--- config.mk ---
export PLATFORM = sky130hd
export DESIGN_NAME = time_date_editor
export DESIGN_NICKNAME = d
export VERILOG_FILES = /design/src/rtl/time_date_editor.sv
export SDC_FILE = /design/constraint.sdc
export NUM_CORES = 1
export LEC_CHECK = 0
export BUFFER_PORTS_ARGS = -buffer_cell sky130_fd_sc_hd__buf_2
export CAP_MARGIN = 30
export CORE_MARGIN = 1.5
export CORE_UTILIZATION = 45
export CTS_CLUSTER_DIAMETER = 50
export DETAILED_ROUTE_END_ITERATION = 8
export MAX_ROUTING_LAYER = met4
export SETUP_SLACK_MARGIN = 0.2
export SLEW_MARGIN = 20
export SYNTH_ARGS = -nofsm -noshare
export SYNTH_HDL_FRONTEND = slang
export SYNTH_SLANG_ARGS = --single-unit
export TNS_END_PERCENT = 5
--- constraint.sdc ---
create_clock -name clk -period 6.2 [get_ports clk]
set_input_delay 0.31 -clock clk [delete_from_list [all_inputs] [get_ports clk]]
set_output_delay 0.31 -clock clk [all_outputs]
set_load 0.02 [all_outputs]
--- src/rtl/time_date_editor.sv ---
// Editable BCD time/date register bank driven by debounced button pulses.
// Emits a one-cycle commit pulse after editing ends so the RTC writer can copy the values.
module time_date_editor (
    input  logic        clk,
    input  logic        reset_n,
    input  logic        editar,
    input  logic        modo,
    input  logic        formato,
    input  logic        btn_up,
    input  logic        btn_down,
    input  logic        btn_right,
    input  logic        btn_left,
    output logic [23:0] datos_hora,
    output logic [23:0] datos_fecha,
    output logic        ampm,
    output logic [1:0]  cursor,
    output logic        commit,
    output logic [1:0]  dbg_state
);
    typedef enum logic [1:0] {S_IDLE = 2'd0, S_EDIT = 2'd1, S_COMMIT = 2'd2} state_t;

    state_t     r_state;
    logic [7:0] r_hora, r_min, r_seg, r_dia, r_mes, r_year;
    logic       r_ampm, r_commit;
    logic [1:0] r_cursor;

    logic [7:0] w_hora, w_min, w_seg, w_dia, w_mes, w_year, w_maxdia;
    logic       w_ampm, w_adj;
    logic [1:0] w_cursor;

    // Wrapping BCD step; out-of-range values snap to the opposite end.
    function automatic logic [7:0] bcd_inc(input logic [7:0] v, input logic [7:0] lo,
                                           input logic [7:0] hi);
        if (v >= hi)             return lo;
        else if (v[3:0] == 4'd9) return {v[7:4] + 4'd1, 4'd0};
        else                     return v + 8'd1;
    endfunction

    function automatic logic [7:0] bcd_dec(input logic [7:0] v, input logic [7:0] lo,
                                           input logic [7:0] hi);
        if (v <= lo || v > hi)   return hi;
        else if (v[3:0] == 4'd0) return {v[7:4] - 4'd1, 4'd9};
        else                     return v - 8'd1;
    endfunction

    // Leap test on BCD year: even tens need units 0/4/8, odd tens need 2/6.
    function automatic logic [7:0] max_dia(input logic [7:0] mes, input logic [7:0] year);
        logic leap;
        leap = year[4] ? (year[3:0] == 4'd2 || year[3:0] == 4'd6)
                       : (year[3:0] == 4'd0 || year[3:0] == 4'd4 || year[3:0] == 4'd8);
        case (mes)
            8'h02:                      return leap ? 8'h29 : 8'h28;
            8'h04, 8'h06, 8'h09, 8'h11: return 8'h30;
            default:                    return 8'h31;
        endcase
    endfunction

    always_comb begin
        w_hora   = r_hora;
        w_min    = r_min;
        w_seg    = r_seg;
        w_dia    = r_dia;
        w_mes    = r_mes;
        w_year   = r_year;
        w_ampm   = r_ampm;
        w_cursor = r_cursor;
        w_adj    = btn_up || btn_down;
        if (!editar) begin
            w_cursor = 2'd0;
        end else if (w_adj) begin
            case ({modo, r_cursor})
                3'b000: begin
                    if (!formato) begin
                        w_hora = btn_up ? bcd_inc(r_hora, 8'h00, 8'h23) : bcd_dec(r_hora, 8'h00, 8'h23);
                    end else if (r_hora == 8'h00 || r_hora > 8'h12) begin
                        w_hora = btn_up ? 8'h01 : 8'h12;
                    end else begin
                        w_hora = btn_up ? bcd_inc(r_hora, 8'h01, 8'h12) : bcd_dec(r_hora, 8'h01, 8'h12);
                        if (btn_up ? (r_hora == 8'h11 || r_hora == 8'h12)
                                   : (r_hora == 8'h01 || r_hora == 8'h12))
                            w_ampm = ~r_ampm;
                    end
                end
                3'b001: w_min  = btn_up ? bcd_inc(r_min, 8'h00, 8'h59) : bcd_dec(r_min, 8'h00, 8'h59);
                3'b010: w_seg  = btn_up ? bcd_inc(r_seg, 8'h00, 8'h59) : bcd_dec(r_seg, 8'h00, 8'h59);
                3'b100: w_dia  = btn_up ? bcd_inc(r_dia, 8'h01, max_dia(r_mes, r_year))
                                        : bcd_dec(r_dia, 8'h01, max_dia(r_mes, r_year));
                3'b101: w_mes  = btn_up ? bcd_inc(r_mes, 8'h01, 8'h12) : bcd_dec(r_mes, 8'h01, 8'h12);
                3'b110: w_year = btn_up ? bcd_inc(r_year, 8'h00, 8'h99) : bcd_dec(r_year, 8'h00, 8'h99);
                default: ;
            endcase
        end else if (btn_right) begin
            w_cursor = (r_cursor == 2'd2) ? 2'd0 : r_cursor + 2'd1;
        end else if (btn_left) begin
            w_cursor = (r_cursor == 2'd0) ? 2'd2 : r_cursor - 2'd1;
        end
        // Month/year changes can shrink the month; pull the day down in the same update.
        w_maxdia = max_dia(w_mes, w_year);
        if (w_dia > w_maxdia) w_dia = w_maxdia;
    end

    always_ff @(posedge clk or negedge reset_n) begin
        if (!reset_n) begin
            r_state  <= S_IDLE;
            r_hora   <= 8'h00;
            r_min    <= 8'h00;
            r_seg    <= 8'h00;
            r_dia    <= 8'h01;
            r_mes    <= 8'h01;
            r_year   <= 8'h00;
            r_ampm   <= 1'b0;
            r_cursor <= 2'd0;
            r_commit <= 1'b0;
        end else begin
            r_hora   <= w_hora;
            r_min    <= w_min;
            r_seg    <= w_seg;
            r_dia    <= w_dia;
            r_mes    <= w_mes;
            r_year   <= w_year;
            r_ampm   <= w_ampm;
            r_cursor <= w_cursor;
            if (editar) begin
                r_state  <= S_EDIT;
                r_commit <= 1'b0;
            end else if (r_state == S_EDIT) begin
                r_state  <= S_COMMIT;
                r_commit <= 1'b1;
            end else begin
                r_state  <= S_IDLE;
                r_commit <= 1'b0;
            end
        end
    end

    assign datos_hora  = {r_hora, r_min, r_seg};
    assign datos_fecha = {r_dia, r_mes, r_year};
    assign ampm        = r_ampm;
    assign cursor      = r_cursor;
    assign commit      = r_commit;
    assign dbg_state   = r_state;
endmodule

==> flow_metrics.env <==
export IMPL_result_of_the_run="finished, final reports clean"
export IMPL_simple_logic_cell_fraction_of_the_synthesized_area_pct=26.0
export IMPL_max_clock_path_buffers=2
export IMPL_drt_first_iter_violations=548
export IMPL_layout_nets=814
export IMPL_synth_fa_ha_area_share_pct=8.34
export IMPL_route_detailed_drc=0
export IMPL_synthMuxAreaShare_pct=2.02
export IMPL_floorplan_rows=40
export IMPL_time_the_final_worst_path_needs_with_i_o_delays_and_setup_ns=5.04
export IMPL_yosysSeqAreaShare_pct=23.3
export IMPL_diodes=0
export IMPL_main_combinational_cell_family_by_area_after_synthesis="compound AO/OA/AOI/OAI gates"
export IMPL_die_area_um2=13400
export IMPL_cts_hold_fix_buffers=0
export IMPL_clock_slew_at_the_register_clock_pins_of_the_worst_setup_and_hold_paths_ns=0.07
export IMPL_fmax_mhz=199
export IMPL_cts_sink_count=53
export IMPL_r2r_start="r_mes[2]"
export IMPL_wire_length_of_the_first_global_routing_pass_um=26300
export IMPL_synth_compound_area_share_pct=30.0
export IMPL_grt_pass1_vias=5301
export IMPL_max_incr_delay_on_cp_ns=0.62
export IMPL_via_count=5733
export IMPL_layout_drive_gt1_share_pct=14.2
export IMPL_vias_per_instance=6.13
export IMPL_hp_class="input pin to async pin"
export IMPL_routed_wire_length_per_instance_um=16.7
export IMPL_cp_slowest_cell="sky130_fd_sc_hd__dfrtp_1"
export IMPL_most_common_layout_cells="sky130_fd_sc_hd__nand2_1, sky130_fd_sc_hd__nor2_1, sky130_fd_sc_hd__buf_2, sky130_fd_sc_hd__a21oi_1, sky130_fd_sc_hd__dfrtp_1"
export IMPL_tritoncts="yes"
export IMPL_finalSetupTns_ns=0
export IMPL_peak_supply_drop_mv=0.217
export IMPL_dr_pass1_iters=5
export IMPL_antenna_found_initial=0
export IMPL_root_buffer_selected_by_cts="sky130_fd_sc_hd__clkbuf_16"
export IMPL_data_required_time_at_the_worst_endpoint_ns=6.38
export IMPL_register_to_register_setup_slack_ns=1.16
export IMPL_globalplace_congestion=0.938
export IMPL_power_per_cell_area_nw_per_um2=404
export IMPL_whs_ns=0.147
export IMPL_number_of_synthesized_flops_with_an_enable_pin=0
export IMPL_timing_critical_path_arrival_ns=5.22
export IMPL_post_synth_num_cell_types=89
export IMPL_synth_xor_area_share_pct=2.46
export IMPL_syn_mean_instance_area_um2=7.71
export IMPL_synth_area_leaders="sky130_fd_sc_hd__dfrtp_1, sky130_fd_sc_hd__ha_1, sky130_fd_sc_hd__nand2_1, sky130_fd_sc_hd__a21oi_1, sky130_fd_sc_hd__nor2_1"
export IMPL_cts_htree_levels=2
export IMPL_setup_viol=0
export IMPL_final_setup_skew_ns=0.00535
export IMPL_rsz0062_at_grt="no"
export IMPL_cts_resized_gates=0
export IMPL_warnings_from_yosys=0
export IMPL_drv_cap=0
export IMPL_grt_start_max_net_pins=54
export IMPL_cts_setup_buffers=0
export IMPL_die_x_um=116
export IMPL_timing_setup_critical_path_class="flop to flop"
export IMPL_setup_worst_path_end_class="flop"
export IMPL_synthesis_instances=740
export IMPL_layout_area_overhead_vs_synth_pct=7.11
export IMPL_n_fill_cell=1227
export IMPL_slew_headroom_pct=40.3
export IMPL_synth_flop_cell="sky130_fd_sc_hd__dfrtp_1"
export IMPL_die_height_um=116
export IMPL_crit_chain="nor2_1 > nand3_1 > or3_1 > o2111ai_1 > ha_1 > nor4b_1 > o21ai_1 > or2_1 > o32a_1 > o21ai_0 > ha_1 > o21a_1 > o21ai_0 > or3_1 > o311ai_1 > a21oi_2 > mux2_2"
export IMPL_async_reset_ff_share_pct=100
export IMPL_synth_largest_area_cell="sky130_fd_sc_hd__dfrtp_1"
export IMPL_initial_core_util_pct=46.9
export IMPL_layout_commonest_cell="sky130_fd_sc_hd__nand2_1"
export IMPL_port_buffer_count=62
export IMPL_timing_critical_path_from="r_mes[2]"
export IMPL_clock_latency_ns=0.29
export IMPL_startpoint_type="flop"
export IMPL_timing_worst_slew_pin_value_ns=0.894
export IMPL_gr_total_overflow=0
export IMPL_path_max_fanout=19
export IMPL_total_leakage_power_nw=2.55
export IMPL_hold_viol_final=0
export IMPL_synth_top_area_share_pct=22.4
export IMPL_grt_resource_usage_total_pct=24.8
export IMPL_syn_cell_area_um2=5700
export IMPL_dp_final_hpwl_um=11400
export IMPL_drt_wl_total_um=15600
export IMPL_inserted_clock_buffers=5
export IMPL_final_max_slew_violation_count=0
export IMPL_synth_ff_latch_count=53
export IMPL_postRouteAntennaNets=0
export IMPL_core_region_area_um2=12200
export IMPL_ios=63
export IMPL_post_route_clock_period_utilization_pct=81.2
[per-layer routing]
layer	up-vias	share of wire, %	GRT usage (%)
met3	25	4.3	3.29
met4	0	1.9	6.91
met1	2749	45	31.7
met2	150	49	41.2
met5	-	0	-
li1	2809	-	-
[final timing paths]
kind,cells after the start,end
hold reg to reg,1,commit
hold / removal,2,r_seg[2]
setup reg to reg,17,r_dia[3]
max in group asynchronous,2,r_hora[4]
setup / recovery,17,r_dia[3]
min in group clk,1,dbg_state[0]
[through the flow]
step / setup WS (ns) / cells / instance area, µm² / util (%) / power (W)
after detailed placement: 1.14 / 928 / 5960 / 49.0 / 0.00217
after global placement: 1.29 / 928 / 5960 / 49.0 / 0.00214
after global routing: 0.613 / 936 / 6110 / 50.2 / 0.00269
final: 1.16 / 936 / 6110 / 50.2 / 0.00247
after floorplan: 1.72 / 741 / 5710 / - / 0.00182
after CTS: 1.15 / 936 / 6110 / 50.2 / 0.00247
[logic make-up after synthesis]
logic type | count (synthesis)
compound gates | 246
flops | 53
buf+inv | 88
mux | 11
fa+ha+maj | 38
other cells | 1
xor+xnor | 16
simple gates | 287
[critical path, delay by kind of cell (launching register included)]
kind / cells / cell delay, ns
compound gates: 8 / 1.67
mux: 1 / 0.38
simple gates: 6 / 1.67
flops: 1 / 0.62
fa+ha+maj: 2 / 0.59
[state kept, by name (all words and copies together) (netlist names)]
name       cells
r_dia          8
r_hora         8
r_mes          8
r_min          8
r_seg          8
r_year         8
cursor         2
ampm           1
commit         1
dbg_state      1
[final cells by class]
cell class	count	area (µm²)	area share (%)
multi-input cells	600	3930	64.4
clock inverters	2	15.0	0.246
repair buffers	66	340	5.57
flip-flops and latches	53	1330	21.8
clock buffers	6	129	2.11
inverters	41	154	2.52
well taps	168	210	3.44
[power by group]
group / leakage (nW) / internal, W / switching [W]
combinational: 1.84 / 0.000567 / 0.000876
sequential: 0.647 / 0.000448 / 0.000292
clock: 0.0631 / 0.000150 / 0.000132
[cells in the mapped netlist, types with 12 or more instances]
cell type,n
sky130_fd_sc_hd__nor3_1,17
sky130_fd_sc_hd__o31ai_1,12
sky130_fd_sc_hd__xnor2_1,12
sky130_fd_sc_hd__o22ai_1,14
sky130_fd_sc_hd__o21ai_0,45
sky130_fd_sc_hd__inv_1,39
sky130_fd_sc_hd__dfrtp_1,51
sky130_fd_sc_hd__nor2b_1,12
sky130_fd_sc_hd__nand2_1,74
sky130_fd_sc_hd__ha_1,38
sky130_fd_sc_hd__a21oi_1,55
sky130_fd_sc_hd__nor2_1,64
sky130_fd_sc_hd__nand3_1,35
sky130_fd_sc_hd__a31oi_1,15
sky130_fd_sc_hd__clkbuf_1,22
No activity file was read; power rests on OpenSTA's default activity.
